$ cat config.mk
export PLATFORM = sky130hd
export DESIGN_NAME = serial_add_ctrl_flat
export DESIGN_NICKNAME = d
export VERILOG_FILES = /design/src/rtl/serial_add_ctrl_if.sv /design/src/rtl/serial_add_ctrl.sv /design/src/flat_wrapper.sv
export SDC_FILE = /design/constraint.sdc
export NUM_CORES = 1
export LEC_CHECK = 0
export CAP_MARGIN = 20
export CORE_ASPECT_RATIO = 1.75
export CORE_MARGIN = 8
export CORE_UTILIZATION = 46
export CTS_CLUSTER_DIAMETER = 200
export DETAILED_ROUTE_END_ITERATION = 10
export HOLD_SLACK_MARGIN = 0.08
export PLACE_DENSITY = 0.76
export RECOVER_POWER = 50
export SYNTH_ARGS = -nofsm -noshare
export SYNTH_HDL_FRONTEND = slang
export SYNTH_SLANG_ARGS = --single-unit
$ cat constraint.sdc
create_clock -name clk -period 1.4 [get_ports clk]
set_input_delay 0.21 -clock clk [delete_from_list [all_inputs] [get_ports clk]]
set_output_delay 0.21 -clock clk [all_outputs]
set_load 0.005 [all_outputs]
$ cat src/rtl/serial_add_ctrl_if.sv
// Handshake/operand bus between a requesting master and serial_add_ctrl.
// SERIAL_ADD_SUB_EN adds the 'sub' request bit.
interface serial_add_ctrl_if #(
  parameter int N = 8
);
  logic         start;
  logic [N-1:0] A;
  logic [N-1:0] B;
  logic         cin;
`ifdef SERIAL_ADD_SUB_EN
  logic         sub;
`endif
  logic         ready;
  logic         busy;
  logic         done;
  logic [N-1:0] SUM;
  logic         COUT;

  modport master (
    output start, A, B, cin,
`ifdef SERIAL_ADD_SUB_EN
    output sub,
`endif
    input  ready, busy, done, SUM, COUT
  );

  modport slave (
    input  start, A, B, cin,
`ifdef SERIAL_ADD_SUB_EN
    input  sub,
`endif
    output ready, busy, done, SUM, COUT
  );
endinterface

$ cat src/rtl/serial_add_ctrl.sv
// Bit-serial N-bit adder controller driving a 1-bit full-adder cell, LSB first.
// Optional subtract mode is enabled by defining SERIAL_ADD_SUB_EN.

// Full-adder cell: y is the population count of the three inputs, y[1]=carry, y[0]=sum.
module fa_cell (
  input  logic [2:0] x,
  output logic [1:0] y
);
  assign y = {1'b0, x[0]} + {1'b0, x[1]} + {1'b0, x[2]};
endmodule

module serial_add_ctrl #(
  parameter int N = 8
) (
  input  logic               clk,
  input  logic               reset,
  serial_add_ctrl_if.slave   bus
);
  localparam int CW = (N > 2) ? $clog2(N) : 1;
  localparam logic [CW-1:0] LAST = CW'(N - 1);

  localparam logic [1:0] S_IDLE = 2'd0;
  localparam logic [1:0] S_RUN  = 2'd1;
  localparam logic [1:0] S_DONE = 2'd2;

  logic [1:0]    state_q, state_d;
  logic [N-1:0]  opa_q, opa_d;
  logic [N-1:0]  opb_q, opb_d;
  logic [N-1:0]  res_q, res_d;
  logic          carry_q, carry_d;
  logic [CW-1:0] cnt_q, cnt_d;
  logic [N-1:0]  sum_q, sum_d;
  logic          cout_q, cout_d;
  logic [1:0]    fa_y;
  logic [N-1:0]  b_load;
  logic          c_load;

  fa_cell u_fa (
    .x ({opa_q[0], opb_q[0], carry_q}),
    .y (fa_y)
  );

`ifdef SERIAL_ADD_SUB_EN
  // Subtract as A + ~B + 1; cin is ignored in that mode.
  assign b_load = bus.sub ? ~bus.B : bus.B;
  assign c_load = bus.sub ? 1'b1 : bus.cin;
`else
  assign b_load = bus.B;
  assign c_load = bus.cin;
`endif

  always_comb begin
    state_d = state_q;
    opa_d   = opa_q;
    opb_d   = opb_q;
    res_d   = res_q;
    carry_d = carry_q;
    cnt_d   = cnt_q;
    sum_d   = sum_q;
    cout_d  = cout_q;
    case (state_q)
      S_IDLE: begin
        if (bus.start) begin
          opa_d   = bus.A;
          opb_d   = b_load;
          carry_d = c_load;
          cnt_d   = '0;
          state_d = S_RUN;
        end
      end
      S_RUN: begin
        res_d   = {fa_y[0], res_q[N-1:1]};
        carry_d = fa_y[1];
        opa_d   = {1'b0, opa_q[N-1:1]};
        opb_d   = {1'b0, opb_q[N-1:1]};
        cnt_d   = cnt_q + 1'b1;
        // Publish only the completed word so SUM never shows partial bits.
        if (cnt_q == LAST) begin
          sum_d   = {fa_y[0], res_q[N-1:1]};
          cout_d  = fa_y[1];
          state_d = S_DONE;
        end
      end
      S_DONE:  state_d = S_IDLE;
      default: state_d = S_IDLE;
    endcase
  end

  always_ff @(posedge clk or posedge reset) begin
    if (reset) begin
      state_q <= S_IDLE;
      opa_q   <= '0;
      opb_q   <= '0;
      res_q   <= '0;
      carry_q <= 1'b0;
      cnt_q   <= '0;
      sum_q   <= '0;
      cout_q  <= 1'b0;
    end else begin
      state_q <= state_d;
      opa_q   <= opa_d;
      opb_q   <= opb_d;
      res_q   <= res_d;
      carry_q <= carry_d;
      cnt_q   <= cnt_d;
      sum_q   <= sum_d;
      cout_q  <= cout_d;
    end
  end

  assign bus.ready = (state_q == S_IDLE);
  assign bus.busy  = (state_q == S_RUN);
  assign bus.done  = (state_q == S_DONE);
  assign bus.SUM   = sum_q;
  assign bus.COUT  = cout_q;
endmodule
$ cat src/flat_wrapper.sv
// flat-port wrapper written by rule: the top's interface ports become plain ports
module serial_add_ctrl_flat 
#(
  parameter int N = 8
)
  (clk, reset, bus_start, bus_A, bus_B, bus_cin, bus_ready, bus_busy, bus_done, bus_SUM, bus_COUT);
  serial_add_ctrl_if #(.N(N)) bus_i ();
  input  logic clk;
  input  logic reset;
  input wire logic [$bits(bus_i.start)-1:0] bus_start;
  input wire logic [$bits(bus_i.A)-1:0] bus_A;
  input wire logic [$bits(bus_i.B)-1:0] bus_B;
  input wire logic [$bits(bus_i.cin)-1:0] bus_cin;
  output wire logic [$bits(bus_i.ready)-1:0] bus_ready;
  output wire logic [$bits(bus_i.busy)-1:0] bus_busy;
  output wire logic [$bits(bus_i.done)-1:0] bus_done;
  output wire logic [$bits(bus_i.SUM)-1:0] bus_SUM;
  output wire logic [$bits(bus_i.COUT)-1:0] bus_COUT;
  assign bus_i.start = bus_start;
  assign bus_i.A = bus_A;
  assign bus_i.B = bus_B;
  assign bus_i.cin = bus_cin;
  assign bus_ready = bus_i.ready;
  assign bus_busy = bus_i.busy;
  assign bus_done = bus_i.done;
  assign bus_SUM = bus_i.SUM;
  assign bus_COUT = bus_i.COUT;
  serial_add_ctrl #(.N(N)) u_core (.clk(clk), .reset(reset), .bus(bus_i));
endmodule
==> results of run 1 <==
## critical path, delay by kind of cell, from the launching register on
| family | cells | cell delay, ns |
|---|---|---|
| and+or+nand+nor | 1 | 0.17 |
| buffers and inverters | 1 | 0.16 |
| adders and majority gates | 2 | 0.37 |
| muxes | 1 | 0.30 |
| DFF | 1 | 0.40 |
## layout make-up
type | count | area [um2]
multi-input cells | 73 | 967
flip-flops and latches | 38 | 952
fillers | 207 | 746
repair buffers | 66 | 714
clock buffers | 6 | 82.6
clock inverters | 2 | 60.1
well taps | 46 | 57.6
inverters | 13 | 48.8
## repair_timing
action | CTS | global route
setup buffers | 7 | 6
setup endpoints to repair | 13 | 35
pin swaps | 4 | 21
hold endpoints to repair | 0 | 0
hold buffers | 0 | 0
cloned | 1 | 3
gates resized for setup | 35 | 41
## metrics by stage
stage,setup WS (ns),instances,hold WS [ns]
2_1_floorplan,0.0206,135,0.380
5_1_grt,-0.127,244,0.534
4_1_cts,-0.0875,236,0.292
6_report,-0.113,244,0.512
3_3_place_gp,-0.110,220,0.482
3_5_place_dp,-0.140,220,0.491
## where the power goes
part	internal, mW	switching [mW]
clock	0.760	0.397
combinational	1.89	1.18
sequential	1.63	0.369
total	4.28	1.95
## synthesized netlist by cell type, drive strengths merged, types with 2 or more instances
master	number	area, um2
inv	13	48.8
nor3b	11	82.6
clkbuf	3	11.3
or4b	5	50.1
buf	8	42.5
a211oi	10	75.1
a22o	2	17.5
ha	2	25.0
nor4b	10	87.6
dfrtp	38	951
o221a	5	56.3
mux2	16	180
## sequential cells by signal, indices dropped and copies added, names as in the netlist
name,flops
u_core.cnt_q,3
u_core.opb_q,8
u_core.state_q,2
u_core.bus.COUT,1
u_core.bus.SUM,8
u_core.opa_q,8
u_core.carry_q,1
u_core.res_q,7
## logic make-up after synthesis
kind of cell	count (synthesis)
muxes	17
adders and majority gates	3
DFF	38
and+or+nand+nor	31
AOI/OAI and AO/OA	22
buffers and inverters	24
## per-layer routing
metal | GRT usage (%) | wire length [um] | vias to the layer above
li1 | - | - | 622
met4 | 4.77 | 112 | 0
met2 | 27.6 | 2830 | 34
met5 | 0 | 0 | -
met3 | 3.81 | 200 | 11
met1 | 14.5 | 1700 | 689
## placed cells by master, fill, tap and decap left out, types with 2 or more instances in the layout
master | synthesis | routed
dfrtp_1 | 38 | 37
clkdlybuf4s50_1 | 0 | 26
buf_4 | 1 | 19
inv_1 | 12 | 12
a211oi_2 | 0 | 10
mux2_4 | 0 | 9
mux2_2 | 16 | 7
nor4b_4 | 0 | 7
nor3b_1 | 11 | 6
clkbuf_8 | 0 | 6
buf_6 | 0 | 6
nor3b_2 | 0 | 5
or4b_1 | 4 | 4
o221a_2 | 5 | 4
nor4b_2 | 0 | 3
clkbuf_16 | 0 | 3
buf_12 | 0 | 3
a22o_1 | 2 | 2
ha_2 | 0 | 2
bufinv_16 | 0 | 2
buf_2 | 7 | 2
buf_8 | 0 | 2
## worst max path at each step
stage                      start                 to  depth (start not counted)
2_1_floorplan    u_core.cnt_q[0]    u_core.bus.COUT                          5
3_3_place_gp           bus_start    u_core.opb_q[6]                          3
3_5_place_dp           bus_start    u_core.opb_q[5]                          4
4_1_cts        u_core.state_q[0]    u_core.opb_q[4]                          4
5_1_grt          u_core.cnt_q[1]  u_core.bus.SUM[1]                          5
6_report         u_core.cnt_q[1]  u_core.bus.SUM[2]                          5
==> results.py, run 1 <==
metrics = {
    "outcome": {
        "status": "finished, violations left",
        "violations": "negative setup slack",
    },
    "sta": {
        "period_share_pct": 108,
        "rsz0062_at_grt": "yes",
        "tightest_slew_ns": 0.912,
        "hold_violations": 0,
        "period_minus_slack_ns": 1.51,
        "finClkSkew_ns": 0.00479,
        "fmax_mhz": 661,
        "setup_viol": 20,
        "tns_ns": -1.26,
        "relSlewSlack_pct": 39.2,
        "drv_slew": 0,
        "setup_slack_ns": -0.113,
    },
    "synthesis": {
        "syn_inst": 135,
        "synth_top_family_by_area": "simple AND/OR/NAND/NOR gates",
        "synth-simple-area-share_pct": 14.5,
        "avgSynthCellArea_um2": 12.8,
        "ys_async_sr_fraction_pct": 100,
        "synth_area_um2": 1730,
        "synth_xor_area_share_pct": 0,
        "yosysWarnings": 0,
        "synth-adder-area-share_pct": 2.60,
        "synth_edf_count": 0,
        "synthDistinctLibCells": 27,
        "ys_ff_latch": 38,
        "synthMuxAreaShare_pct": 11.0,
        "ys_seq_area_share_pct": 55.0,
        "syn_nets": 158,
        "synth-compound-area-share_pct": 11.1,
        "synth_flop_cell": "dfrtp_1",
    },
    "cts": {
        "clk_latency_ns": 0.29,
        "clock_path_buffers": 2,
        "cts.clk_slew.worst_paths_ns": 0.08,
        "root_buffer": "clkbuf_8",
        "cts_num_sinks": 38,
        "htreeDepth": 2,
        "cts_buffers": 5,
        "tritoncts": "yes",
    },
    "die": {
        "die_w_um": 62.4,
        "rows": 29,
        "initial_core_util_pct": 47.7,
        "io_pins": 32,
        "coreArea_um2": 3630,
        "die_y_um": 97.1,
        "die_area_um2": 6060,
    },
    "placement": {
        "dpl_cell_area_um2": 2230,
        "io_buffers": 31,
        "dp_hpwl_mm": 2.77,
        "gp_congestion": 0.728,
    },
    "drt": {
        "routedWlPerCell_um": 19.8,
        "vias": 1356,
        "ant_nets": 0,
        "firstDrtPassIters": 4,
        "drc_errors": 0,
        "drt_iter0_markers": 25,
        "routed_wirelength_mm": 4.84,
        "vias_per_cell": 5.56,
    },
    "worst_hold_path": {
        "hold_path.class": "flop to flop",
        "min_to": "u_core.bus.SUM[3]",
        "hold_depth": 1,
        "worstHoldStart": "u_core.bus.SUM[3]",
    },
    "grt": {
        "grt_max_degree": 39,
        "grt_pass1_wl_mm": 7.16,
        "grt_pass1_vias": 1529,
        "gr-total-overflow": 0,
        "antenna_found_initial": 0,
        "track_usage_pct": 14.5,
    },
    "worst_setup_path": {
        "criticalPathCategory": "flop to flop",
        "r2r_setup_slack_ns": -0.11,
        "worstPathCellList": "ha_2, ha_2, nand3b_1, buf_6, mux2_4",
        "crit_slowest_cell": "dfrtp_1",
        "ff2ff_path_depth": 5,
        "crit_top_cell": "ha_2",
        "crit_fanout": 5,
        "cp-end-kind": "flop",
        "start_kind": "flop",
        "cp.arrival_ns": 1.69,
        "worstReg2RegStart": "u_core.cnt_q[1]",
        "crit_required_ns": 1.57,
        "reg2reg_to": "u_core.bus.SUM[2]",
        "worst_path_largest_cell_delay_ns": 0.40,
    },
    "power": {
        "irDropWorstVdd_uv": 1440,
        "p_leak_nw": 1.27,
        "pwr_density_cell_nw_per_um2": 2160,
        "p_total_mw": 6.23,
    },
    "final_layout": {
        "post-route-util_pct": 79.4,
        "diodes": 0,
        "drive_above_1_share_pct": 51.0,
        "final_nets": 220,
        "final_area_um2": 2880,
        "area_growth_pct": 66.6,
    },
    "flow_run": {
        "cap_violations": 0,
    },
}
Power figures use the tool's default switching activity.
==> run 2: changes to the inputs <==
--- a/config.mk
+++ b/config.mk
@@ -6,7 +6,7 @@
 export NUM_CORES = 1
 export LEC_CHECK = 0
 export CAP_MARGIN = 20
-export CORE_ASPECT_RATIO = 1.75
+export CORE_ASPECT_RATIO = 0.75
 export CORE_MARGIN = 8
 export CORE_UTILIZATION = 46
 export CTS_CLUSTER_DIAMETER = 200
==> run 2 against run 1 <==
Against the previous run:
- critical endpoint is now u_core.bus.SUM[7]
- critical path type unchanged
- combinational power decreased by 20%
- clock power decreased by 34%
- highest routed layer unchanged
- critical path depth unchanged
- worst setup slack got worse by 0.015 ns
- total power decreased by 16%
- clock skew increased by 0.0034 ns
- the flow still finishes with violations (negative setup slack)
- sequential cell count unchanged
- sequential power about the same
==> results.py, run 2 (same netlist as run 1, synthesis figures left out) <==
metrics = {
    "placement": {
        "dpl_cell_area_um2": 2230,
        "dp_worst_setup_slack_ns": -0.169,
        "io_buffers": 31,
        "dp_hpwl_mm": 2.76,
        "gp_congestion": 0.739,
        "placedCellCount": 228,
    },
    "worst_setup_path": {
        "worstPathCellList": "ha_2, ha_4, nand3b_1, buf_6, mux2_4",
        "criticalPathCategory": "flop to flop",
        "r2r_setup_slack_ns": -0.13,
        "worstReg2RegStart": "u_core.cnt_q[1]",
        "start_kind": "flop",
        "crit_slowest_cell": "dfrtp_1",
        "crit_required_ns": 1.56,
        "crit_fanout": 6,
        "worst-path-buf-inv": 1,
        "cp-end-kind": "flop",
        "cp.arrival_ns": 1.69,
        "ff2ff_path_depth": 5,
        "reg2reg_to": "u_core.bus.SUM[7]",
        "worst_path_largest_cell_delay_ns": 0.40,
        "cp_top_family": "flip-flops",
    },
    "grt": {
        "use_met1_pct": 19.8,
        "grt_util_met2_pct": 21.6,
        "grt-busiest-layer": "met2",
        "grt_pass1_wl_mm": 6.96,
        "antenna_found_initial": 0,
        "grt_pass1_vias": 1359,
        "gr-total-overflow": 0,
        "use_met3_pct": 3.79,
        "track_usage_pct": 14.5,
        "grt_max_degree": 39,
    },
    "drt": {
        "drt_iter0_markers": 75,
        "firstDrtPassIters": 4,
        "routed_wirelength_mm": 4.45,
        "vias": 1289,
        "drc_errors": 0,
        "vias_per_cell": 5.30,
        "ant_nets": 0,
        "routedWlPerCell_um": 18.3,
    },
    "final_layout": {
        "stdcell_count": 243,
        "drive_above_1_share_pct": 36.1,
        "post-route-util_pct": 67.8,
        "area_growth_pct": 42.4,
        "final_nets": 213,
        "layout_common_cells": "38 x dfrtp_1, 26 x clkdlybuf4s50_1, 19 x buf_4",
        "fill_cells": 285,
        "final_area_um2": 2460,
        "diodes": 0,
        "final_common_cell": "dfrtp_1",
        "seqCellArea_um2": 951,
        "multi_input_area_um2": 772,
    },
    "die": {
        "initial_core_util_pct": 47.6,
        "die_area_um2": 6000,
        "die_w_um": 86.8,
        "rows": 19,
        "die_y_um": 69.1,
        "coreArea_um2": 3640,
        "io_pins": 32,
    },
    "worst_hold_path": {
        "hold_path.class": "flop to flop",
        "min_to": "u_core.bus.SUM[0]",
        "worstHoldStart": "u_core.bus.SUM[0]",
        "hold_depth": 1,
    },
    "cts": {
        "root_buffer": "clkbuf_8",
        "cts.clk_slew.worst_paths_ns": 0.08,
        "htreeDepth": 2,
        "clock_path_buffers": 2,
        "tritoncts": "yes",
        "cts_buffers": 5,
        "cts_hold_buf": 0,
        "clk_latency_ns": 0.29,
        "cts_num_sinks": 38,
    },
    "sta": {
        "fmax_mhz": 655,
        "rsz0062_at_grt": "yes",
        "hold_violations": 0,
        "tns_ns": -0.991,
        "period_share_pct": 109,
        "setup_slack_ns": -0.128,
        "setup_viol": 11,
        "drv_slew": 0,
        "tightest_slew_ns": 0.941,
        "whs_ns": 0.509,
        "finClkSkew_ns": 0.00820,
        "period_minus_slack_ns": 1.53,
        "relSlewSlack_pct": 37.3,
    },
    "power": {
        "irDropWorstVdd_uv": 1120,
        "p_seq_share_pct": 38.2,
        "combPwrFrac_pct": 47.2,
        "pwr_density_cell_nw_per_um2": 2120,
        "p_total_mw": 5.23,
        "p_clk_share_pct": 14.5,
        "p_leak_nw": 1.11,
        "switching_power_mw": 1.69,
        "p_sw_share_pct": 32.4,
        "p_int_mw": 3.53,
    },
    "outcome": {
        "status": "finished, violations left",
        "violations": "negative setup slack",
    },
    "flow_run": {
        "cap_violations": 0,
    },
}
## run 2: cell count changes in the layout (fill, tap and decap cells not counted), moves of 3 or more
cell	before	now
a211oi_1	0	8
a211oi_2	10	2
buf_12	3	0
clkbuf_16	3	0
nor3b_1	6	11
nor3b_2	5	0
nor4b_1	0	8
nor4b_4	7	0
## run 2: power groups by stage
stage	clock network, mW	logic, mW	registers, mW
after global placement	0	1.98	1.93
final	0.760	2.47	2.00
after global routing	0.826	2.67	2.05
after floorplan	0	1.23	1.89
after detailed placement	0	2.08	1.97
after CTS	0.768	2.30	1.97
## run 2: repair_timing
item	4_1_cts	5_1_grt
resized for setup	20	16
buffers inserted	4	2
pin swaps	3	1
hold endpoints to repair	0	0
gates cloned	0	1
endpoints found under the setup margin	15	27
## run 2: how the worst max path moves through the flow
stage / startpoint / end / slack, ns / depth (start not counted)
after detailed placement: bus_start / u_core.opa_q[0] / -0.17 / 5
after CTS: u_core.cnt_q[0] / u_core.bus.SUM[4] / -0.07 / 5
final: u_core.cnt_q[1] / u_core.bus.SUM[7] / -0.13 / 5
after floorplan: u_core.cnt_q[0] / u_core.bus.COUT / 0.02 / 5
after global routing: u_core.cnt_q[1] / u_core.bus.SUM[7] / -0.15 / 5
after global placement: bus_start / u_core.opb_q[6] / -0.13 / 3
## run 2: cell type report
| type | count | share of cell area [%] |
|---|---|---|
| inverters | 13 | 1.98 |
| well taps | 52 | 2.64 |
| flip-flops and latches | 38 | 38.6 |
| multi-input cells | 73 | 31.3 |
| clock inverters | 1 | 0.203 |
| repair buffers | 59 | 21.8 |
| clock buffers | 7 | 3.50 |
## run 2: layer usage
metal / vias up / share of wire, %
met5: - / 0
met4: 0 / 1.6
met3: 7 / 3.8
met2: 27 / 48
met1: 648 / 46
li1: 607 / -
==> run 3: changes to the inputs <==
--- a/config.mk
+++ b/config.mk
@@ -9,6 +9,7 @@
 export CORE_ASPECT_RATIO = 0.75
 export CORE_MARGIN = 8
 export CORE_UTILIZATION = 46
+export CTS_BUF_LIST = sky130_fd_sc_hd__clkbuf_16
 export CTS_CLUSTER_DIAMETER = 200
 export DETAILED_ROUTE_END_ITERATION = 10
 export HOLD_SLACK_MARGIN = 0.08
==> run 3 against run 2 <==
Against the previous run:
- the flow still finishes with violations (negative setup slack)
- register-to-register slack better by 0.03 ns
- die area stayed put
- clock power is 41% higher
- via count is 0.78% lower
- sequential share of layout area is 0.79 points lower
- combinational power hardly changed
- sequential power hardly changed
==> results.py, run 3 (same netlist as run 1, synthesis figures left out) <==
metrics = {
    "cts": {
        "cts.clk_slew.worst_paths_ns": 0.06,
        "cts_num_sinks": 38,
        "root_buffer": "clkbuf_16",
        "tritoncts": "yes",
        "clk_latency_ns": 0.28,
        "htreeDepth": 2,
        "cts_buffers": 5,
        "clock_path_buffers": 2,
    },
    "grt": {
        "grt_pass1_wl_mm": 6.98,
        "track_usage_pct": 14.8,
        "gr-total-overflow": 0,
        "antenna_found_initial": 0,
        "grt_max_degree": 39,
        "grt_pass1_vias": 1380,
    },
    "worst_setup_path": {
        "startpoint": "u_core.cnt_q[1]",
        "crit_required_ns": 1.56,
        "criticalPathCategory": "flop to flop",
        "start_kind": "flop",
        "cp.arrival_ns": 1.66,
        "reg2reg_to": "u_core.bus.SUM[4]",
        "ff2ff_path_depth": 5,
        "crit_fanout": 6,
        "r2r_setup_slack_ns": -0.09,
        "worstReg2RegStart": "u_core.cnt_q[1]",
        "cp-end-kind": "flop",
    },
    "drt": {
        "drt_iter0_markers": 77,
        "routedWlPerCell_um": 17.9,
        "firstDrtPassIters": 5,
        "vias": 1279,
        "vias_per_cell": 5.29,
        "routed_wirelength_mm": 4.34,
        "drc_errors": 0,
        "ant_nets": 0,
    },
    "placement": {
        "dp_hpwl_mm": 2.76,
        "io_buffers": 31,
        "dp_worst_setup_slack_ns": -0.169,
        "gp_congestion": 0.739,
    },
    "final_layout": {
        "fill_cells": 270,
        "final_nets": 212,
        "layout_common_cells": "38 x dfrtp_1, 28 x clkdlybuf4s50_1, 20 x buf_4",
        "diodes": 0,
        "area_growth_pct": 45.4,
        "final_common_cell": "dfrtp_1",
        "drive_above_1_share_pct": 37.4,
    },
    "power": {
        "irDropWorstVdd_uv": 1150,
        "p_leak_nw": 1.12,
        "p_total_mw": 5.51,
        "pwr_density_cell_nw_per_um2": 2190,
    },
    "sta": {
        "relSlewSlack_pct": 36.2,
        "period_minus_slack_ns": 1.49,
        "tns_ns": -0.657,
        "fmax_mhz": 669,
        "drv_slew": 0,
        "whs_ns": 0.506,
        "tightest_slew_ns": 0.957,
        "hold_violations": 0,
        "setup_viol": 9,
        "finClkSkew_ns": 0.00373,
        "period_share_pct": 107,
        "rsz0062_at_grt": "yes",
        "setup_slack_ns": -0.0937,
    },
    "die": {
        "coreArea_um2": 3640,
        "rows": 19,
        "die_w_um": 86.8,
        "io_pins": 32,
        "initial_core_util_pct": 47.6,
        "die_y_um": 69.1,
        "die_area_um2": 6000,
    },
    "worst_hold_path": {
        "worstHoldStart": "u_core.res_q[1]",
        "hold_path.class": "flop to flop",
        "min_to": "u_core.bus.SUM[0]",
        "hold_depth": 1,
    },
    "flow_run": {
        "cap_violations": 0,
    },
    "outcome": {
        "violations": "negative setup slack",
        "status": "finished, violations left",
    },
}
[run 3: changes by cell type in the layout (fill, tap and decap cells not counted), sizes merged]
| cell | before | now |
|---|---|---|
| buf | 27 | 26 |
| clkinv | 1 | 2 |
| clkdlybuf4s50 | 26 | 28 |
| dlymetal6s2s | 2 | 0 |
| clkbuf | 10 | 8 |
| inv | 13 | 14 |
[run 3: power by group]
part | internal [mW] | switching [mW] | total (mW)
registers | 1.64 | 0.356 | 1.99
logic | 1.50 | 0.955 | 2.45
clock network | 0.643 | 0.422 | 1.07
total | 3.78 | 1.73 | 5.51
[run 3: layout make-up]
class                           instances  area (um2)  area share (%)
Clock buffer                            5         125            4.97
Clock inverter                          3        12.5           0.497
Inverter                               13        48.8            1.94
Multi-Input combinational cell         73         791            31.4
Sequential cell                        38         951            37.8
Tap cell                               52        65.1            2.59
Timing Repair Buffer                   58         523            20.8
[run 3: worst max path at each step]
| stage | depth (start not counted) | slack [ns] | endpoint |
|---|---|---|---|
| 5_1_grt | 5 | -0.13 | u_core.bus.SUM[4] |
| 3_3_place_gp | 3 | -0.13 | u_core.opb_q[6] |
| 2_1_floorplan | 5 | 0.02 | u_core.bus.COUT |
| 6_report | 5 | -0.09 | u_core.bus.SUM[4] |
| 3_5_place_dp | 5 | -0.17 | u_core.opa_q[0] |
| 4_1_cts | 5 | -0.08 | u_core.bus.SUM[4] |
[run 3: stage by stage]
step / utilization (%) / cell area, um2 / cells
4_1_cts: 67.3 / 2450 / 238
2_1_floorplan: - / 1740 / 135
3_3_place_gp: 61.2 / 2230 / 228
3_5_place_dp: 61.2 / 2230 / 228
5_1_grt: 69.2 / 2520 / 242
6_report: 69.2 / 2520 / 242
[run 3: timing repair]
item                       in CTS  in global routing
gates cloned                    0                  0
buffers inserted                2                  4
gates resized for setup        21                 15
setup endpoints to repair      15                 31
pin swaps                       3                  0
hold buffers                    0                  0
[run 3: routing by layer]
layer | GRT usage, % | vias up | wire length [um]
met5 | 0 | - | 0
met4 | 7.43 | 0 | 120
met3 | 4.26 | 12 | 203
met2 | 20.5 | 28 | 2030
met1 | 20.1 | 638 | 1980
li1 | - | 601 | -
[run 3: worst max-delay path: stages, from the launching register on]
cell and delay [ns]:
dfrtp_1 0.39, ha_2 0.21, ha_4 0.16, nand3b_1 0.14, buf_6 0.17, mux2_4 0.31
